===== src/rtl/mvm_acc.sv =====
// mvm_acc: accumulates the four signed lane results of the stochastic MVM
// over K_PASSES multiply passes and hands each group downstream on valid/ready.
// Ports:
//   i_clk_acc, i_rst_acc (async, active-high), i_clear_acc (start-of-group)
//   i_ismvm (multiplier busy), i_wx_result (4 x s4 lane results), i_ready
//   o_valid, o_acc (4 x sACC_W sums), o_act (4 x s4 clamped), o_busy, o_overrun
module mvm_acc #(
    parameter int K_PASSES = 4,
    parameter int ACC_W    = 8
) (
    input  logic               i_clk_acc,
    input  logic               i_rst_acc,
    input  logic               i_clear_acc,
    input  logic               i_ismvm,
    input  logic [15:0]        i_wx_result,
    input  logic               i_ready,
    output logic               o_valid,
    output logic [4*ACC_W-1:0] o_acc,
    output logic [15:0]        o_act,
    output logic               o_busy,
    output logic               o_overrun
);

    typedef enum logic [1:0] {
        S_IDLE,
        S_COLLECT,
        S_HOLD
    } state_t;

    localparam logic [7:0] LP_LAST = 8'(K_PASSES - 1);
    localparam logic signed [ACC_W-1:0] LP_MAX = {1'b0, {(ACC_W-1){1'b1}}};
    localparam logic signed [ACC_W-1:0] LP_MIN = {1'b1, {(ACC_W-1){1'b0}}};
    localparam logic signed [ACC_W-1:0] LP_ACT_MAX = ACC_W'(7);
    localparam logic signed [ACC_W-1:0] LP_ACT_MIN = ACC_W'(-8);

    state_t             r_state;
    state_t             w_next;
    logic               r_ismvm_q;
    logic [7:0]         r_pass_cnt;
    logic [ACC_W-1:0]   r_acc [4];
    logic               r_overrun;

    logic               w_done;
    logic               w_clr;
    logic               w_add;
    logic               w_load;
    logic               w_ovr_set;
    logic [ACC_W:0]     w_sum [4];
    logic [ACC_W-1:0]   w_sat [4];
    logic [ACC_W-1:0]   w_sext [4];

    // Falling edge of the busy flag marks the end of a multiply pass.
    assign w_done = r_ismvm_q & ~i_ismvm;

    // Sum in ACC_W+1 bits; differing top two bits mean the add overflowed.
    always_comb begin
        for (int l = 0; l < 4; l++) begin
            w_sext[l] = {{(ACC_W-4){i_wx_result[4*l+3]}}, i_wx_result[4*l +: 4]};
            w_sum[l]  = {r_acc[l][ACC_W-1], r_acc[l]}
                      + {{(ACC_W-3){i_wx_result[4*l+3]}}, i_wx_result[4*l +: 4]};
            if (w_sum[l][ACC_W] != w_sum[l][ACC_W-1])
                w_sat[l] = w_sum[l][ACC_W] ? LP_MIN : LP_MAX;
            else
                w_sat[l] = w_sum[l][ACC_W-1:0];
        end
    end

    always_ff @(posedge i_clk_acc or posedge i_rst_acc) begin
        if (i_rst_acc)
            r_state <= S_IDLE;
        else
            r_state <= w_next;
    end

    always_comb begin
        w_next    = r_state;
        w_clr     = 1'b0;
        w_add     = 1'b0;
        w_load    = 1'b0;
        w_ovr_set = 1'b0;
        if (i_clear_acc) begin
            // Clear dominates any coincident done or handshake.
            w_clr  = 1'b1;
            w_next = S_COLLECT;
        end else begin
            unique case (r_state)
                S_IDLE: begin
                    w_next = S_IDLE;
                end
                S_COLLECT: begin
                    if (w_done) begin
                        w_add = 1'b1;
                        if (r_pass_cnt == LP_LAST)
                            w_next = S_HOLD;
                    end
                end
                S_HOLD: begin
                    if (i_ready) begin
                        if (w_done) begin
                            // Sample becomes first pass of the next group.
                            w_load = 1'b1;
                            w_next = (K_PASSES == 1) ? S_HOLD : S_COLLECT;
                        end else begin
                            w_clr  = 1'b1;
                            w_next = S_COLLECT;
                        end
                    end else if (w_done) begin
                        w_ovr_set = 1'b1;
                    end
                end
                default: w_next = S_IDLE;
            endcase
        end
    end

    always_ff @(posedge i_clk_acc or posedge i_rst_acc) begin
        if (i_rst_acc) begin
            r_ismvm_q  <= 1'b0;
            r_pass_cnt <= 8'd0;
            r_overrun  <= 1'b0;
            for (int l = 0; l < 4; l++)
                r_acc[l] <= '0;
        end else begin
            r_ismvm_q <= i_ismvm;
            if (i_clear_acc)
                r_overrun <= 1'b0;
            else if (w_ovr_set)
                r_overrun <= 1'b1;
            if (w_clr)
                r_pass_cnt <= 8'd0;
            else if (w_load)
                r_pass_cnt <= 8'd1;
            else if (w_add)
                r_pass_cnt <= r_pass_cnt + 8'd1;
            for (int l = 0; l < 4; l++) begin
                if (w_clr)
                    r_acc[l] <= '0;
                else if (w_load)
                    r_acc[l] <= w_sext[l];
                else if (w_add)
                    r_acc[l] <= w_sat[l];
            end
        end
    end

    always_comb begin
        o_acc = '0;
        o_act = '0;
        for (int l = 0; l < 4; l++) begin
            o_acc[l*ACC_W +: ACC_W] = r_acc[l];
            if ($signed(r_acc[l]) > LP_ACT_MAX)
                o_act[4*l +: 4] = 4'b0111;
            else if ($signed(r_acc[l]) < LP_ACT_MIN)
                o_act[4*l +: 4] = 4'b1000;
            else
                o_act[4*l +: 4] = r_acc[l][3:0];
        end
    end

    assign o_valid   = (r_state == S_HOLD);
    assign o_busy    = (r_state == S_COLLECT);
    assign o_overrun = r_overrun;

endmodule


===== config.mk =====
export PLATFORM = sky130hd
export DESIGN_NAME = mvm_acc
export DESIGN_NICKNAME = d
export VERILOG_FILES = /design/src/rtl/mvm_acc.sv
export SDC_FILE = /design/constraint.sdc
export NUM_CORES = 1
export LEC_CHECK = 0
export ABC_CLOCK_PERIOD_IN_PS = 2400
export BUFFER_PORTS_ARGS = -buffer_cell sky130_fd_sc_hd__buf_2
export CAP_MARGIN = 10
export CORE_ASPECT_RATIO = 1.4
export CORE_MARGIN = 10
export CORE_UTILIZATION = 30
export CTS_CLUSTER_DIAMETER = 60
export DETAILED_ROUTE_END_ITERATION = 10
export GPL_TIMING_DRIVEN = 0
export PLACE_DENSITY = 0.57
export RECOVER_POWER = 50
export SLEW_MARGIN = 20
export SYNTH_ARGS = -nofsm -noshare
export SYNTH_HDL_FRONTEND = slang
export SYNTH_SLANG_ARGS = --single-unit

===== constraint.sdc =====
create_clock -name i_clk_acc -period 2.4 [get_ports i_clk_acc]
set_input_delay 0.48 -clock i_clk_acc [delete_from_list [all_inputs] [get_ports i_clk_acc]]
set_output_delay 0.48 -clock i_clk_acc [all_outputs]
set_load 0.05 [all_outputs]

; After elaboration in Yosys (flattened, before gate mapping)
; Cells that the tools add are included.
[op_classes]
add_sub_neg = 5
n_reduce_logical = 3
n_eq_ne = 10
muxes = 51
n_lt_le_gt_ge = 8
bitwise = 2
[op_table]
columns = operator, count
row1 = $mux W8, 23
row2 = $add A8 B4 Y9, 4
row3 = $gt A8 B4 Y1 const B, 4
row4 = $lt A8 B4 Y1 const B, 4
row5 = $mux W4, 8
row6 = $mux W1, 15
row7 = $add A8 B1 Y8 const B, 1
row8 = $eq A8 B2 Y1 const B, 1
row9 = $mux W2, 4
row10 = $ne A3 B2 Y1 const B, 2
row11 = $ne A1 B1 Y1, 4
row12 = $pmux W2 S2, 1
row13 = $ne A3 B3 Y1 const B, 1
row14 = $reduce_and A3 Y1, 1
row15 = $reduce_bool A3 Y1, 1
row16 = $eq A2 B1 Y1 const B, 1
row17 = $eq A2 B2 Y1 const B, 1
row18 = $reduce_bool A2 Y1, 1
row19 = $and A1 B1 Y1, 1
row20 = $not A1 Y1, 1
[word_totals]
in_bits = 21
reg_bits = 44
word_cells = 87
output_inout_bits = 51

; Longest topological paths before layout
; Gate-level depths: netlist of the first run.
[depth]
depth_word = 8
ltp_mapped = 8
depth_no_buf = 8

; Least setup slack after synthesis of the first run
; Ideal clock, no wire load.
[synth_path]
kind = reg-to-reg
start = register r_acc, in the netlist o_acc[24]
end = register r_acc, in the netlist o_acc[28]
stages_incl_launch_ff = 9
required_ps = 2263
path_slack_ps = -254
synth_period_minus_slack_ps = 2654
setup_time_ps = 137
path_buffers = 0
arrival_time_ps = 2516
cell_sequence = dfrtp_1 ha_1 fa_1 a211oi_1 o2111ai_1 a21bo_2 mux2_4 a31oi_2 o21ai_1
[synth_between]
elab_chain_cells = 6
elab_cells_between_ends = 7
classes_between = 1 x add/sub / 1 x eq/ne / 5 x mux
[synth_lines]
columns = element, line
row1 = from (decl), 40  ; logic [ACC_W-1:0] r_acc [4];
row2 = "from (signal, indexed assignment)", 139  ; r_acc[l] <= w_sext[l];
row3 = "from (signal, indexed assignment)", 141  ; r_acc[l] <= w_sat[l];
row4 = $add A8 B4 Y9 *, 60  ; + {{(ACC_W-3){i_wx_result[4*l+3]}}, i_wx_result[4*l +: 4]};
row5 = $mux W8 / $ne A1 B1 Y1 (equally long branches), "62, 61"
row6 = $mux W8 *, 61  ; if (w_sum[l][ACC_W] != w_sum[l][ACC_W-1])
row7 = $mux W8 *, 140  ; else if (w_add)
row8 = $mux W8 *, 138  ; else if (w_load)
row9 = $mux W8 *, 136  ; if (w_clr)
; Mark *: on every way between the ends. The rest lies on a longest branch, timed or not. The select of a mux whose other input is x is not followed.
; A chain may end at the register's enable or synchronous reset.

; Worst setup path after layout of the first run
[layout_path]
start = register r_acc, in the netlist o_acc[8]
end = register r_acc, in the netlist o_acc[14]
; The elaborated chain is that of the path after synthesis.

==> flow_summary.ini, run 1 <==
[floorplanning]
die_area_um2 = 18200
coreArea_um2 = 12900
die_h_um = 156
die_x_um = 117
num_rows = 49
io-pin-count = 72
initial_core_util_pct = 30.6

[drt]
finalWirelength_um = 12700
ant_nets = 0
wl_per_cell_um = 17.8
first_iter_violations = 204
drc = 0
via_count = 4004
drt_pass1_iterations = 5
avgViaCountPerCell = 5.60

[worst_setup_path]
crit_start = o_acc[8]
cp_top_family = adder cells
setup.worst_path.end = o_acc[14]
max_stage_delay_ns = 0.43
reg2reg_depth = 8
worstSetupStartpointType = flip-flop
r2r-start = o_acc[8]
critPathCaptureType = flip-flop
worstPathArrival_ns = 2.57
cp_num_cells = 8
worstReg2RegEnd = o_acc[14]
crit_buf_inv = 0
r2r_slack_ns = 0.05
path_max_fanout = 3
worstPathRequired_ns = 2.62
worstPathCellList = ha_4 -> fa_2 -> a211oi_2 -> o21ai_2 -> and2_4 -> maj3_2 -> or4_4 -> o211ai_2
crit_slowest_cell = dfrtp_2
criticalPathCategory = flip-flop to flip-flop

[synth]
synthArstFlopShare_pct = 100
seq_area_frac_synth_pct = 27.9
synth.avg_cell_area_um2 = 8.34
yosysTopAreaCell = dfrtp_1
synth_flop_cell = dfrtp_1
synth.area.top_cells = dfrtp_1 28%, ha_1 10%, a21oi_1 5.8%
synth_cell_type_count = 69
yosysTopAreaCellShare_pct = 27.9
synth_area_um2 = 3950
syn_nets = 531
ys_ff_latch = 44
yosysWarnings = 0
netlist_instances = 473
synth_edf_count = 0

[pwr]
clockPowerShare_pct = 26.8
p_leak_nw = 2.26
switching_power_mw = 1.35
p_seq_share_pct = 27.9
power_density_nw_per_um2 = 633
vdd_drop_max_v = 0.000364
p_comb_share_pct = 45.2
p_int_mw = 1.73
switching_share_pct = 43.9

[sta]
max_freq_mhz = 426
max-slew-margin-rel_pct = 46.6
rsz0062_at_grt = yes
clock_skew_ns = 0.00518
worst_pin_slew_ns = 0.800
period_minus_slack_ns = 2.35
final.setup.tns_ns = 0
post-route-period-util_pct = 97.9
finalSetupViolations = 0
drv_slew = 0
timing_hold_violations_final = 0
final.setup.worst_slack_ns = 0.0515

[placement]
placedInstanceArea_um2 = 4540
port_buffers = 71
dp_slack_ns = -0.282
hpwlAfterDp_um = 9750
gp_congestion = 0.863

[status]
status = completed

[run]
cap_violations = 0

[global_routing]
grt-ovfl-total = 0
grt_pass1_vias = 4098
grt_max_degree = 25
grt_pass1_wl_um = 20700
antenna_found_initial = 1
grt_use_total_pct = 13.8

[cts]
root_buffer = clkbuf_16
cts_tree = yes
postCtsHoldBufs = 0
clock-sinks = 44
cts.path.max_buffers = 2
clk_pin_slew_ns = 0.07
clock_tree.htree_level_count = 2
cts_buffers = 5
clock_latency_ns = 0.29

[final_layout]
final_nets = 618
fillers = 1336
layout-drive-gt1-share_pct = 23.2
area_delta_synth_final_pct = 23.4
final_area_um2 = 4870

[min_path]
hold_path_class = input pin to asynchronous set/reset pin
## layout make-up
type / count / area [µm²] / share of cell area, %
inverters: 12 / 45.0 / 0.925
flip-flops and latches: 44 / 1110 / 22.8
well taps: 153 / 191 / 3.93
multi-input cells: 400 / 2870 / 59.0
repair buffers: 81 / 404 / 8.30
plain buffers: 16 / 72.6 / 1.49
clock buffers: 5 / 125 / 2.57
diodes: 1 / 2.50 / 0.0514
clock inverters: 3 / 46.3 / 0.951
## power by group through the flow
stage	Sequential, mW	Clock (mW)	Combinational [mW]
finish	0.861	0.827	1.39
global route	0.872	0.871	1.51
CTS	0.861	0.843	1.36
detailed placement	0.876	0	1.33
global placement	0.875	0	1.31
floorplan	1.01	0	0.876
## layout by cell type, fill, tap and decap left out, types with 4 or more instances in the layout
cell type	Yosys	layout
dfrtp_1	44	38
fa_2	0	4
buf_4	0	9
a221o_1	7	7
ha_1	33	29
a31oi_1	5	5
inv_1	11	11
nand2b_1	9	9
xnor2_1	12	12
o21ai_1	23	22
nor3_1	9	9
nor2b_1	5	5
o21bai_1	5	5
o211ai_1	6	6
nor4_1	4	4
a211oi_2	4	5
dfrtp_2	0	6
a21o_1	19	19
nor2_1	44	44
o21ai_0	26	25
clkbuf_1	12	30
clkbuf_16	0	5
a21oi_1	46	43
nand4_1	6	6
buf_2	4	56
nand3_1	9	8
nand2_1	48	47
xor2_1	10	10
## synth_stat cells, drive strengths merged (5+ instances only)
master,number
o21bai,5
nor2b,5
nor3,9
clkbuf,12
nor2,45
nand4,6
a21oi,47
nand3,9
nand2,48
o31ai,5
xnor2,12
o21ai,50
a21o,19
nand2b,9
xor2,10
a31oi,6
inv,12
o211ai,8
buf,5
a221o,7
a211oi,10
ha,33
dfrtp,44
## sequential cells by signal, indices dropped and copies added (netlist names)
register,flops
o_acc,32
r_ismvm_q,1
o_overrun,1
r_pass_cnt,8
r_state,2
## through the flow
step	util [%]	cells	hold slack [ns]	power, mW
6_report	37.8	715	0.329	3.08
2_1_floorplan	-	473	0.506	1.89
3_3_place_gp	35.1	697	0.523	2.19
4_1_cts	37.2	711	0.213	3.07
5_1_grt	37.8	714	0.391	3.26
3_5_place_dp	35.3	698	0.526	2.21
## layer usage
| metal | track usage [%] | routed length [µm] |
|---|---|---|
| met4 | 4.31 | 231 |
| met1 | 16.0 | 5140 |
| met2 | 24.8 | 6650 |
| met5 | 0 | 0 |
| met3 | 2.62 | 696 |
## kinds of logic after synthesis
| logic type | synth area share, % |
|---|---|
| compound gates | 31.4 |
| simple gates | 19.3 |
| flops | 27.9 |
| fa+ha+maj | 12.8 |
| buf+inv | 3.08 |
| xor+xnor | 4.88 |
| mux | 0.634 |
## what timing repair did
action / CTS / global route
gates resized for setup: 7 / 23
setup endpoints to repair: 22 / 27
setup buffers: 5 / 4
pin swaps: 6 / 12
## worst min-delay path by stage
stage / start / endpoint / slack, ns / cells after the start
2_1_floorplan: r_pass_cnt[7] / r_pass_cnt[7] / 0.51 / 2
3_3_place_gp: o_acc[16] / o_acc[16] / 0.52 / 2
3_5_place_dp: i_rst_acc / o_acc[5] / 0.53 / 2
4_1_cts: i_rst_acc / r_pass_cnt[6] / 0.21 / 2
5_1_grt: i_ismvm / r_ismvm_q / 0.39 / 1
6_report: i_rst_acc / r_pass_cnt[1] / 0.33 / 2
Power figures use the tool's default switching activity.
==> run 2, diff against run 1 <==
- RECOVER_POWER: 50 -> 100
==> run 2 against run 1 <==
Largest power group unchanged. Highest routed layer unchanged. Critical path depth unchanged. Register-to-register slack is essentially flat. Clock skew increased by 0.0010 ns. First-iteration DRC count down 3.9%. Sequential power barely moved. Sequential share of layout area increased by 0.19 points. Global-route usage stayed put.
==> flow_summary.ini, run 2 (synthesis results as in run 1) <==
[drt]
avgViaCountPerCell = 5.65
drt_pass1_iterations = 5
first_iter_violations = 196
wl_per_cell_um = 17.9
drc = 0
ant_nets = 0
finalWirelength_um = 12800
via_count = 4043

[floorplanning]
coreArea_um2 = 12900
io-pin-count = 72
die_x_um = 117
die_h_um = 156
die_area_um2 = 18200
num_rows = 49
initial_core_util_pct = 30.6

[sta]
clock_skew_ns = 0.00618
timing_hold_violations_final = 0
max_freq_mhz = 425
max-slew-margin-rel_pct = 47.1
worst_pin_slew_ns = 0.793
drv_slew = 0
final.setup.worst_slack_ns = 0.0483
post-route-period-util_pct = 98.0
final.setup.tns_ns = 0
finalSetupViolations = 0
hold_slack_ns = 0.325
rsz0062_at_grt = yes
period_minus_slack_ns = 2.35

[worst_setup_path]
path_max_fanout = 3
r2r-start = o_acc[8]
critPathCaptureType = flip-flop
reg2reg_depth = 8
crit_buf_inv = 0
criticalPathCategory = flip-flop to flip-flop
r2r_slack_ns = 0.05
worstSetupStartpointType = flip-flop
max_stage_delay_ns = 0.43
cp_top_family = adder cells
worstPathArrival_ns = 2.57
crit_slowest_cell = dfrtp_2
worstPathCellList = ha_4 -> fa_2 -> a211oi_2 -> o21ai_2 -> and2_4 -> maj3_2 -> or4_4 -> o211ai_2
worstPathRequired_ns = 2.62
worstReg2RegEnd = o_acc[14]

[cts]
clock_tree.htree_level_count = 2
cts_tree = yes
cts_buffers = 5
clock-sinks = 44
cts.path.max_buffers = 2
clock_latency_ns = 0.30
clk_pin_slew_ns = 0.07
postCtsHoldBufs = 0
root_buffer = clkbuf_16

[global_routing]
grt_use_total_pct = 13.8
grt-ovfl-total = 0
grt_pass1_wl_um = 20700
grt_max_degree = 25
grt_pass1_vias = 4098
antenna_found_initial = 1

[final_layout]
final_area_um2 = 4830
largest_reg_flops = 32
final_nets = 618
fillers = 1345
final_cell_mix = 52 x clkbuf_1, 47 x nand2_1, 44 x nor2_1
layout-drive-gt1-share_pct = 19.1
final_core_util_pct = 37.5
final_cells = 715
area_delta_synth_final_pct = 22.4
mostFrequentLayoutCell = clkbuf_1

[pwr]
p_total_mw = 3.08
power_density_nw_per_um2 = 637
p_leak_nw = 2.17
vdd_drop_max_v = 0.000362

[min_path]
hold_path_class = input pin to asynchronous set/reset pin

[status]
status = completed

[placement]
dp.cells = 698
dp_slack_ns = -0.282
hpwlAfterDp_um = 9750
gp_congestion = 0.863
port_buffers = 71
placedInstanceArea_um2 = 4540

[run]
cap_violations = 0
## run 2: cell types whose count changed in the layout (fill, tap and decap cells not counted), sizes merged
cell    change
buf        -34
clkbuf     +34
## run 2: layout make-up
| cell class | instances | area (µm²) | area share, % |
|---|---|---|---|
| buffer | 16 | 71.3 | 1.48 |
| clock inverter | 3 | 46.3 | 0.959 |
| antenna | 1 | 2.50 | 0.0518 |
| timing repair buffer | 81 | 378 | 7.83 |
| sequential | 44 | 1110 | 23.0 |
| clock buffer | 5 | 125 | 2.59 |
| tap | 153 | 191 | 3.96 |
| multi-input combinational | 400 | 2860 | 59.2 |
| inverter | 12 | 45.0 | 0.933 |
## run 2: per-layer routing
| metal | share of wire, % | track usage (%) | up-vias |
|---|---|---|---|
| met4 | 2.0 | 4.31 | 0 |
| met5 | 0 | 0 | - |
| li1 | - | - | 1945 |
| met2 | 52 | 24.8 | 117 |
| met3 | 5.1 | 2.62 | 23 |
| met1 | 41 | 16.0 | 1958 |
## run 2: worst max path at each step
| stage | from | endpoint | slack (ns) | cells past startpoint |
|---|---|---|---|---|
| global placement | i_wx_result[0] | o_acc[4] | -0.28 | 9 |
| CTS | o_acc[24] | o_acc[28] | -0.02 | 8 |
| global route | o_acc[10] | o_acc[10] | -0.04 | 7 |
| finish | o_acc[8] | o_acc[14] | 0.05 | 8 |
| floorplan | o_acc[8] | o_acc[14] | -0.01 | 8 |
| detailed placement | i_wx_result[12] | o_acc[28] | -0.28 | 9 |
## run 2: power breakdown
part	total (mW)	leakage, nW	internal, mW	switching (mW)
Combinational	1.39	1.50	0.435	0.951
Clock	0.829	0.0804	0.496	0.333
Sequential	0.862	0.585	0.789	0.0725
Total	3.08	2.17	1.72	1.36
## run 2: repair_timing
item                                    CTS  global route
endpoints found under the setup margin   22            27
pin swaps                                 6            12
setup buffers                             5             4
resized for setup                         7            23
==> run 3, diff against run 2 <==
- GPL_TIMING_DRIVEN: 0 -> not set
==> run 3 against run 2 <==
First-iteration DRC count increased by 0.51%. Wire length up 2.2%. Combinational power is 8% higher. Critical endpoint unchanged. Total power is 3.3% higher. Global-route usage up 0.52 points. Cell area grew 7.7%. Setup slack improved by 0.019 ns. Sequential power fell by 1%. Maximum frequency increased by 0.81%. Largest cell class unchanged. Clock power about the same. Count of clock-buffer cells in the layout grew 1.
==> flow_summary.ini, run 3 (synthesis results as in run 1) <==
[status]
status = completed

[final_layout]
final_cells = 760
fillers = 1317
final_cell_mix = 69 x buf_4, 48 x nand2_1, 44 x nor2_1
multi_input_area_um2 = 2840
final_nets = 664
largest_reg_flops = 32
regArea_um2 = 1110
mostFrequentLayoutCell = buf_4
antenna_cells = 0
layout-drive-gt1-share_pct = 25.5
area_delta_synth_final_pct = 31.8

[pwr]
power_density_nw_per_um2 = 611
p_leak_nw = 2.43
vdd_drop_max_v = 0.000298

[cts]
cts.path.max_buffers = 2
clock-sinks = 44
clk_pin_slew_ns = 0.07
postCtsHoldBufs = 0
cts_buffers = 5
root_buffer = clkbuf_16
clock_tree.htree_level_count = 2
clock_latency_ns = 0.29
cts_tree = yes

[floorplanning]
io-pin-count = 72
initial_core_util_pct = 30.6
coreArea_um2 = 12900
num_rows = 49
die_area_um2 = 18200
die_h_um = 156
die_x_um = 117

[worst_setup_path]
max_stage_delay_ns = 0.42
reg2reg_depth = 8
worstPathArrival_ns = 2.55
worstReg2RegEnd = o_acc[14]
worstPathRequired_ns = 2.62
path_max_fanout = 2
criticalPathCategory = flip-flop to flip-flop
critPathCaptureType = flip-flop
r2r_slack_ns = 0.07
worstPathCellList = ha_4 -> fa_2 -> a211oi_2 -> o21ai_2 -> and2_4 -> maj3_2 -> or4_4 -> o211ai_2
worstSetupStartpointType = flip-flop
r2r-start = o_acc[8]
crit_slowest_cell = dfrtp_2

[drt]
drc = 0
first_iter_violations = 197
ant_nets = 0
via_count = 4180
drt_pass1_iterations = 6
avgViaCountPerCell = 5.50
finalWirelength_um = 13100
wl_per_cell_um = 17.2

[global_routing]
grt-ovfl-total = 0
grt_pass1_vias = 4399
grt_max_degree = 26
grt_use_total_pct = 14.4
antenna_found_initial = 0
grt_pass1_wl_um = 21300

[placement]
gp_congestion = 0.917
hpwlAfterDp_um = 10700
port_buffers = 71
dp_slack_ns = -0.166
dp.cells = 750

[sta]
max_freq_mhz = 429
hold_slack_ns = 0.311
finalSetupViolations = 0
period_minus_slack_ns = 2.33
rsz0062_at_grt = yes
final.setup.worst_slack_ns = 0.0671
post-route-period-util_pct = 97.2
worst_pin_slew_ns = 0.902
max-slew-margin-rel_pct = 39.8
clock_skew_ns = 0.00519
timing_hold_violations_final = 0
drv_slew = 0

[run]
cap_violations = 0

[min_path]
hold_path_class = input pin to asynchronous set/reset pin
-- run 3: changes by cell type in the layout (fill, tap and decap cells not counted), moves of 2 or more --
cell and delta:
clkbuf_1 -10, fa_1 +2, fa_2 -2, buf_4 +60
buf_2 -3
-- run 3: repair_timing --
action,CTS,global route
endpoints found under the hold margin,0,0
setup buffers,0,2
resized for setup,0,20
endpoints found under the setup margin,0,22
-- run 3: metrics by stage --
step | instance area, µm² | power (mW) | setup TNS (ns) | utilization, %
after floorplan | 3970 | 1.89 | -0.0202 | -
after global placement | 4980 | 2.33 | -1.74 | 38.7
after detailed placement | 4980 | 2.34 | -2.42 | 38.7
after CTS | 5160 | 3.18 | 0 | 40.1
after global routing | 5200 | 3.36 | -0.0472 | 40.4
final | 5200 | 3.18 | 0 | 40.4
-- run 3: metal layers --
| metal | track usage [%] | wire length, µm | vias up |
|---|---|---|---|
| met5 | 0 | 0 | - |
| met4 | 6.20 | 425 | 0 |
| met3 | 2.00 | 516 | 34 |
| met2 | 26.5 | 6960 | 115 |
| met1 | 15.7 | 5170 | 2005 |
| li1 | - | - | 2026 |
-- run 3: critical path: cells and delay by family, from the launching register on --
family          cells  cell delay (ns)
compound gates      3             0.44
fa+ha+maj           3             0.81
flops               1             0.42
simple gates        2             0.58
-- run 3: layout make-up --
cell class                 count  area share (%)
multi-input combinational    400            54.7
sequential                    44            21.3
timing repair buffer         143            16.1
tap                          153            3.68
clock buffer                   6            2.67
inverter                      12           0.866
clock inverter                 2           0.746
-- run 3: worst max-delay path by stage --
| stage | startpoint | endpoint | slack [ns] | depth (start not counted) |
|---|---|---|---|---|
| after global placement | i_wx_result[12] | o_acc[28] | -0.13 | 9 |
| final | o_acc[8] | o_acc[14] | 0.07 | 8 |
| after floorplan | o_acc[8] | o_acc[14] | -0.01 | 8 |
| after detailed placement | i_wx_result[12] | o_acc[28] | -0.17 | 9 |
| after CTS | o_acc[1] | o_acc[5] | 0.005 | 7 |
| after global routing | o_acc[20] | o_acc[19] | -0.02 | 9 |
-- run 3: power by group --
group | switching (mW) | internal, mW | leakage [nW]
combinational | 0.983 | 0.519 | 1.76
sequential | 0.0611 | 0.790 | 0.585
clock | 0.305 | 0.522 | 0.0871
total | 1.35 | 1.83 | 2.43
